`src/rtl/fir_pkg.sv`:
```
// Shared constants and state encoding for the FIR coefficient bank controller.
package fir_pkg;

    localparam int NTAPS = 65;
    localparam int CW    = 18;
    localparam int AW    = 7;

    localparam logic [AW-1:0] TAP_LAST  = AW'(NTAPS - 1);
    localparam logic [AW-1:0] TAP_COUNT = AW'(NTAPS);

    typedef enum logic [1:0] {
        ST_IDLE      = 2'd0,
        ST_LOAD      = 2'd1,
        ST_WAIT_SWAP = 2'd2
    } state_t;

endpackage

```
`src/rtl/coef_bank_ram.sv`:
```
// Two-bank tap memory: one synchronous write port into the shadow bank and
// one registered read port from the active bank.
module coef_bank_ram
    import fir_pkg::*;
(
    input  logic          clock,
    input  logic          reset,
    input  logic          we,
    input  logic          wbank,
    input  logic [AW-1:0] waddr,
    input  logic [CW-1:0] wdata,
    input  logic          rbank,
    input  logic [AW-1:0] raddr,
    input  logic          rzero,
    output logic [CW-1:0] rdata
);

    logic [CW-1:0] mem_r [0:1][0:NTAPS-1];

    // Tap storage, indexed {bank, tap}; contents deliberately survive reset.
    always_ff @(posedge clock) begin
        if (we) begin
            mem_r[wbank][waddr] <= wdata;
        end
    end

    // Read register; rzero covers out-of-range taps and the pre-activation state.
    always_ff @(posedge clock or posedge reset) begin
        if (reset) begin
            rdata <= {CW{1'b0}};
        end else if (rzero) begin
            rdata <= {CW{1'b0}};
        end else begin
            rdata <= mem_r[rbank][raddr];
        end
    end

endmodule

```
`src/rtl/fir_coef_bank_ctrl.sv`:
```
// Double-buffered coefficient store: host loads the shadow bank, the filter
// reads the active bank, and the banks swap only on a frame boundary.
module fir_coef_bank_ctrl
    import fir_pkg::*;
(
    input  logic          clock,
    input  logic          reset,
    input  logic          cfg_start,
    input  logic          cfg_valid,
    input  logic [CW-1:0] cfg_data,
    output logic          cfg_ready,
    output logic          cfg_done,
    output logic          cfg_error,
    input  logic          frame_start,
    input  logic [AW-1:0] coefaddress,
    output logic [CW-1:0] coefdata,
    output logic          coef_valid,
    output logic          active_bank,
    output logic          swap_pending
);

    state_t        state_r;
    logic [AW-1:0] wr_ptr_r;
    logic          wr_en_s;
    logic          rzero_s;

    // Tap write qualifier (a restart wins over a same-cycle tap) and read blanking.
    always_comb begin
        wr_en_s = 1'b0;
        rzero_s = 1'b1;
        if ((state_r == ST_LOAD) && cfg_valid && cfg_ready && !cfg_start) begin
            wr_en_s = 1'b1;
        end else begin
            wr_en_s = 1'b0;
        end
        if (coef_valid && (coefaddress < TAP_COUNT)) begin
            rzero_s = 1'b0;
        end else begin
            rzero_s = 1'b1;
        end
    end

    // Load sequencer, bank select and status flags.
    always_ff @(posedge clock or posedge reset) begin
        if (reset) begin
            state_r      <= ST_IDLE;
            wr_ptr_r     <= {AW{1'b0}};
            cfg_ready    <= 1'b0;
            cfg_done     <= 1'b0;
            cfg_error    <= 1'b0;
            coef_valid   <= 1'b0;
            active_bank  <= 1'b0;
            swap_pending <= 1'b0;
        end else begin
            cfg_done  <= 1'b0;
            cfg_error <= 1'b0;
            case (state_r)
                ST_IDLE: begin
                    if (cfg_start) begin
                        state_r   <= ST_LOAD;
                        wr_ptr_r  <= {AW{1'b0}};
                        cfg_ready <= 1'b1;
                    end
                end
                ST_LOAD: begin
                    if (cfg_start) begin
                        wr_ptr_r  <= {AW{1'b0}};
                        cfg_error <= 1'b1;
                    end else if (wr_en_s) begin
                        if (wr_ptr_r == TAP_LAST) begin
                            state_r      <= ST_WAIT_SWAP;
                            wr_ptr_r     <= {AW{1'b0}};
                            cfg_ready    <= 1'b0;
                            swap_pending <= 1'b1;
                        end else begin
                            wr_ptr_r <= wr_ptr_r + 7'd1;
                        end
                    end
                end
                ST_WAIT_SWAP: begin
                    if (cfg_start) begin
                        cfg_error <= 1'b1;
                    end
                    if (frame_start) begin
                        state_r      <= ST_IDLE;
                        active_bank  <= ~active_bank;
                        coef_valid   <= 1'b1;
                        swap_pending <= 1'b0;
                        cfg_done     <= 1'b1;
                    end
                end
                default: begin
                    state_r      <= ST_IDLE;
                    wr_ptr_r     <= {AW{1'b0}};
                    cfg_ready    <= 1'b0;
                    swap_pending <= 1'b0;
                end
            endcase
        end
    end

    coef_bank_ram u_ram (
        .clock (clock),
        .reset (reset),
        .we    (wr_en_s),
        .wbank (~active_bank),
        .waddr (wr_ptr_r),
        .wdata (cfg_data),
        .rbank (active_bank),
        .raddr (coefaddress),
        .rzero (rzero_s),
        .rdata (coefdata)
    );

endmodule

```
`config.mk`:
```
export PLATFORM = sky130hd
export DESIGN_NAME = fir_coef_bank_ctrl
export DESIGN_NICKNAME = d
export VERILOG_FILES = /design/src/rtl/fir_pkg.sv /design/src/rtl/coef_bank_ram.sv /design/src/rtl/fir_coef_bank_ctrl.sv
export SDC_FILE = /design/constraint.sdc
export NUM_CORES = 2
export LEC_CHECK = 0
export BUFFER_PORTS_ARGS = -buffer_cell sky130_fd_sc_hd__buf_2
export CORE_ASPECT_RATIO = 0.6
export CORE_UTILIZATION = 55
export CTS_BUF_LIST = sky130_fd_sc_hd__clkbuf_2 sky130_fd_sc_hd__clkbuf_4 sky130_fd_sc_hd__clkbuf_8
export CTS_CLUSTER_DIAMETER = 60
export DETAILED_ROUTE_END_ITERATION = 8
export GPL_ROUTABILITY_DRIVEN = 0
export MAX_ROUTING_LAYER = met4
export PLACE_DENSITY = 0.68
export SLEW_MARGIN = 15
export SYNTH_ARGS = -nofsm -noshare
export SYNTH_HDL_FRONTEND = slang
export SYNTH_SLANG_ARGS = --single-unit
```
`constraint.sdc`:
```
create_clock -name clock -period 4.2 [get_ports clock]
set_input_delay 0.63 -clock clock [delete_from_list [all_inputs] [get_ports clock]]
set_output_delay 0.63 -clock clock [all_outputs]
set_load 0.01 [all_outputs]
```
# ---- Word level (Yosys, flattened, before mapping)
# Memory sizes are Yosys's and may differ from the RTL's.
# Index checks and enable logic that the tools add are counted.
# W data, S select, Z words.
dict set report op_classes {
  n_addsub 1
  order_cmp 4
  eq_ne 9
  n_mux 34
  bitwise 5
  n_reduce_logical 13
}
# cell count
set ops {}
lappend ops {{$mux W1170} 1}
lappend ops {{$bmux W18 S7} 1}
lappend ops {{$demux W18 S7} 1}
lappend ops {{$mux W18} 4}
lappend ops {{$mux W7} 4}
lappend ops {{$pmux W7 S3} 1}
lappend ops {{$ge A8 B8 Y1 const B} 2}
lappend ops {{$not A7 Y8} 2}
lappend ops {{$reduce_and A5 Y1} 3}
lappend ops {{$mux W1} 14}
lappend ops {{$mux W2} 5}
lappend ops {{$lt A8 B1 Y1 const B} 1}
lappend ops {{$add A7 B1 Y7 const B} 1}
lappend ops {{$eq A7 B7 Y1 const B} 1}
lappend ops {{$lt A7 B7 Y1 const B} 1}
lappend ops {{$ne A2 B2 Y1 const B} 3}
lappend ops {{$pmux W1 S3} 2}
lappend ops {{$pmux W2 S3} 1}
lappend ops {{$logic_and A1 B1 Y1} 5}
lappend ops {{$ne A2 B1 Y1 const B} 2}
lappend ops {{$ne A3 B2 Y1 const B} 1}
lappend ops {{$not A1 Y1} 3}
lappend ops {{$reduce_and A3 Y1} 1}
lappend ops {{$eq A2 B1 Y1 const B} 1}
lappend ops {{5 further kinds} 5}
dict set report word_totals {
  ff_bits 33
  ram_bits 2340
  elab_cells 76
  memories 1
}
# memory depth width rd rd_ports_with_merged_regs wr line
set mem_list {}
lappend mem_list {u_ram.mem_r 2 1170 1 0 1 coef_bank_ram.sv:18} ;# logic [CW-1:0] mem_r [0:1][0:NTAPS-1];

# ---- Longest topological paths before layout
dict set report logic_depth {
  ltp_word 8
  mapped_depth 12
}

# ---- Modules after synthesis
# Synthesis repeated with hierarchy kept, for this count alone.
dict set report unflattened {
  hier_cells 4070
  area_unflattened_um2 91636.6
}
# mod n_inst cells_per_inst area_each_um2
set by_module_without_submodules {}
lappend by_module_without_submodules {coef_bank_ram 1 3981 90723.3}
lappend by_module_without_submodules {fir_coef_bank_ctrl 1 89 913.4}

# ---- Least setup slack after synthesis
# OpenSTA, ideal clock, no wires.
dict set report synth_timing {
  kind {register to register}
  startpoint {register active_bank}
  endpoint {memory u_ram.mem_r[1][1000] in the netlist's numbering (enable)}
  arrival_time_ps 2878
  setup_slack_ps 902
  path_stages_with_launch 9
  path_buffers 7
  path_cell_list {dfrtp_1 buf_6 buf_12 buf_8 buf_8 buf_6 buf_6 buf_2 nor3b_1}
}
dict set report synth_between {
  elab_chain_cells 1
}
# item line
set synth_rtl {}
lappend synth_rtl {{from (decl)} fir_coef_bank_ctrl.sv:18} ;# output logic active_bank,
lappend synth_rtl {{from (signal assigned)} fir_coef_bank_ctrl.sv:86} ;# active_bank <= ~active_bank;
lappend synth_rtl {{$not A1 Y1} fir_coef_bank_ctrl.sv:106} ;# .wbank (~active_bank),
lappend synth_rtl {{to (decl)} coef_bank_ram.sv:18}
# No other way between the ends.

# ---- Worst setup path in the final report
dict set report layout_timing {
  startpoint {register active_bank}
  endpoint {register u_ram.rdata[11]}
}
dict set report layout_between {
  elab_chain_cells 5
}
# item line
set layout_rtl {}
lappend layout_rtl {{$mem_v2 Z2 W1170} --}
lappend layout_rtl {{$bmux W18 S7} coef_bank_ram.sv:34} ;# rdata <= mem_r[rbank][raddr];
lappend layout_rtl {{$mux W18 (implied by the code) (2 in a row)} coef_bank_ram.sv:34}
lappend layout_rtl {{$mux W18} coef_bank_ram.sv:31} ;# end else if (rzero) begin
lappend layout_rtl {{to (signal assigned)} coef_bank_ram.sv:30} ;# rdata <= {CW{1'b0}};
lappend layout_rtl {{to (signal assigned)} coef_bank_ram.sv:32} ;# rdata <= {CW{1'b0}};
lappend layout_rtl {{to (signal assigned)} coef_bank_ram.sv:34}
lappend layout_rtl {{to (decl)} coef_bank_ram.sv:15} ;# output logic [CW-1:0] rdata
# No other way between the ends. The select of a mux whose other input is x is not followed.
# A chain may end at the register's enable or synchronous reset.

==> impl_metrics.tcl <==
set metrics [dict create \
    switching_power_mw 13.97 \
    synth_edf_count 2340 \
    avgSynthCellArea_um2 21.06 \
    cts_root_buffer "clkbuf_8" \
    end_kind "flop" \
    final.fill_count 11480 \
    cap_violations 0 \
    worst_slack_ps 196.1 \
    dieWidth_um 531.7 \
    cts.clk_slew.worst_paths_ps 70 \
    powerDensity_nw_per_um2 516.5 \
    yosys.area_share.simple_pct 2.290 \
    final.min_clock_period_ps 4004 \
    async_reset_ff_share_pct 1.391 \
    min-delay-start "frame_start" \
    rrSetupSlack_ps 200 \
    synth_nets 4432 \
    netlist_instances 4396 \
    drtPass1Iterations 7 \
    clock.fmax_ghz 0.2498 \
    fin_crit_sh_pct 95.33 \
    synth_flop_cell "edfxtp_1" \
    cts_tree "built" \
    synth_compound_area_share_pct 3.498 \
    path_cells "buf_12, mux4_2, mux2_2, nand2_1, o311ai_0, a221oi_1, buf_4, a211oi_1" \
    worstSkewPairLatency_ps 950 \
    yosysWarnings 0 \
    yosys-top-cells-area "edfxtp_1 (76%), mux4_2 (10%), mux2i_1 (3.5%), mux4_1 (1.1%), dfrtp_1 (0.89%)" \
    placed_cell_area_um2 97490 \
    yosysTopAreaCell "edfxtp_1" \
    startpoint "active_bank$_DFFE_PP0P_" \
    nNetsFinal 4920 \
    pwr-share-seq_pct 49.0 \
    post-route-util_pct 62.32 \
    grt_usage_pct 31.93 \
    cts_sinks 2373 \
    dr_total_vias 49462 \
    numPortBuffers 53 \
    rows 116 \
    cts_buffers 328 \
    worst_setup_path_start_kind "flop" \
    post_cts_buffers 0 \
    grt_pass1_vias 47075 \
    switching_share_pct 26.01 \
    cp_slowest_cell "dfrtp_4" \
    clockPowerShare_pct 33.2 \
    max-clock-path-buffers 4 \
    setup_tns_ps 0 \
    peakVddDrop_mv 0.4045 \
    die-height_um 319.8 \
    drc 0 \
    post-route-cell-area_um2 104000 \
    yosysSeqAreaShare_pct 76.78 \
    wl_um 262900 \
    status "finished clean" \
    viasPerCell 6.683 \
    ant_nets 0 \
    synth_top_family_by_area "multiplexers" \
    die-area_um2 170100 \
    dpl_worst_slack_ps 146.9 \
    crit_type "flop to flop" \
    grt_pass1_wl_um 367300 \
    synth_top_area_share_pct 75.89 \
    multi_input_area_um2 19980 \
    seqCellArea_um2 71100 \
    power_mw 53.72 \
    maxSlewViolCount 0 \
    wl_per_cell_um 35.52 \
    setup_viol 0 \
    initial_utilization_pct 55.48 \
    power_leakage_nw 33.95 \
    hold_violations 0 \
    worstPathRequired_ps 5020 \
    slowest_delay_ps 1030 \
    rsz0062_at_grt "no" \
    syn-cell-area_um2 92590 \
    area_growth_pct 12.34 \
    synth_fa_ha_area_share_pct 0.08108 \
    comb_power_share_pct 17.8 \
    skew_ps 57.08 \
    p_int_mw 39.75 \
    antenna_found_initial 16 \
    grt_max_degree 94 \
    htreeDepth 5 \
    arrival_ps 4820 \
    reg2reg_from "active_bank$_DFFE_PP0P_" \
    synth_seq_cells 2373 \
    drive_gt1_share_pct 30.00 \
    grt-ovfl-total 0 \
    ios 54 \
    core_um2 166900 \
    dp_hpwl_um 160000 \
    worst-path-max-fanout 70 \
    synth_xor_area_share_pct 0.06621 \
    tightest_slew_ps 1221 \
    yosysUniqueCellTypes 79 \
    drtIter0Drc 8591 \
    synth_mux_area_share_pct 15.21 \
    hold_class "primary input to flop" \
    slew_headroom_pct 18.61 \
]
[kinds of logic (layout without fill, tap and decap cells)]
| group | Yosys count | after routing |
|---|---|---|
| buffers and inverters | 268 | 1019 |
| muxes | 820 | 820 |
| DFF | 2373 | 2373 |
| AOI/OAI and AO/OA | 452 | 452 |
| adders and majority gates | 6 | 6 |
| and+or+nand+nor | 470 | 470 |
| xor gates and xnor gates | 7 | 7 |
| other | 0 | 12 |
[power groups by stage]
stage	logic [mW]	registers, mW	clock network, mW
3_5_place_dp	9.51	26.8	0
4_1_cts	9.54	26.3	18.0
2_1_floorplan	7.25	26.6	0
3_3_place_gp	9.44	26.8	0
6_report	9.59	26.3	17.8
5_1_grt	10.1	26.3	19.0
[registers in the layout, summed over array words and instances (netlist names)]
| name | flops |
|---|---|
| u_ram.mem_r | 2340 |
| u_ram.rdata | 18 |
| wr_ptr_r | 7 |
| state_r | 2 |
| active_bank | 1 |
| cfg_done | 1 |
| cfg_error | 1 |
| cfg_ready | 1 |
| coef_valid | 1 |
| swap_pending | 1 |
[layout make-up]
class / instances / share of cell area [%]
well taps: 2242 / 2.697
inverters: 16 / 0.06255
clock buffers: 467 / 5.469
diodes: 12 / 0.02887
clock inverters: 126 / 0.7229
repair buffers: 410 / 3.462
flip-flops and latches: 2373 / 68.35
multi-input cells: 1755 / 19.21
[worst paths after layout]
check | to | cells past startpoint
min in group asynchronous | u_ram.rdata[15]$_DFF_PP0_ | 3
setup / recovery | u_ram.rdata[11]$_DFF_PP0_ | 8
hold / removal | state_r[0]$_DFFE_PP0P_ | 4
max in group asynchronous | active_bank$_DFFE_PP0P_ | 3
setup reg to reg | u_ram.rdata[11]$_DFF_PP0_ | 8
hold reg to reg | swap_pending$_DFFE_PP0P_ | 1
[Yosys cell counts (10+ instances only)]
library cell,number
edfxtp_1,2340
mux4_2,416
mux2i_1,326
nor2_1,194
nand2_1,114
a21oi_1,90
a22oi_1,86
clkbuf_1,80
buf_2,63
a221oi_1,54
buf_6,47
mux2_2,39
o21ai_0,39
mux4_1,38
dfrtp_1,33
nor3_1,33
nand3_1,29
a211oi_1,27
o22ai_1,22
o211ai_1,21
buf_4,20
a221o_1,19
buf_12,17
nand4_1,17
inv_1,15
nor2b_1,15
nand2b_1,14
o31ai_1,14
a31oi_1,13
buf_1,12
nor4_1,12
buf_8,11
o221ai_1,10
[placed cells by master, fill, tap and decap left out, types with 22 or more instances in the layout]
cell type  instances
nand3_1           29
edfxtp_1        2340
mux4_2           416
a221oi_1          54
mux2i_1          326
nor3_1            33
clkbuf_4         118
nand2_1          114
a21oi_1           89
nor2_1            62
clkinv_2          30
buf_4            328
nor2_2           131
mux2_2            39
clkbuf_8         349
buf_2             32
dfrtp_1           32
a22oi_1           86
mux4_1            38
o22ai_1           22
a211oi_1          27
clkinv_1          78
o21ai_0           39
buf_12            45
[per-layer routing]
layer,GRT usage [%],share of wire [%]
met4,8.172,2.6
met1,47.84,41
met5,-,0
met3,10.26,15
met2,42.30,42
[through the flow]
step                hold slack (ps)  std cells
floorplan                     484.9       4396
global placement              509.3       6793
detailed placement            509.2       6793
CTS                           51.51       7388
global route                  111.2       7394
finish                        121.8       7401
[critical path: cells and delay by family, from the launching register on]
family	cells	cell delay, ps
simple gates	1	100
mux	2	920
flops	1	1030
buf+inv	2	760
compound gates	3	950
[repair_timing]
| action | 4_1_cts | 5_1_grt |
|---|---|---|
| gates resized for setup | 0 | 1 |
| endpoints found under the hold margin | 34 | 0 |
| setup endpoints to repair | 0 | 1 |
| hold buffers | 2 | 0 |
Note: power is estimated with default switching activity, not from simulation.
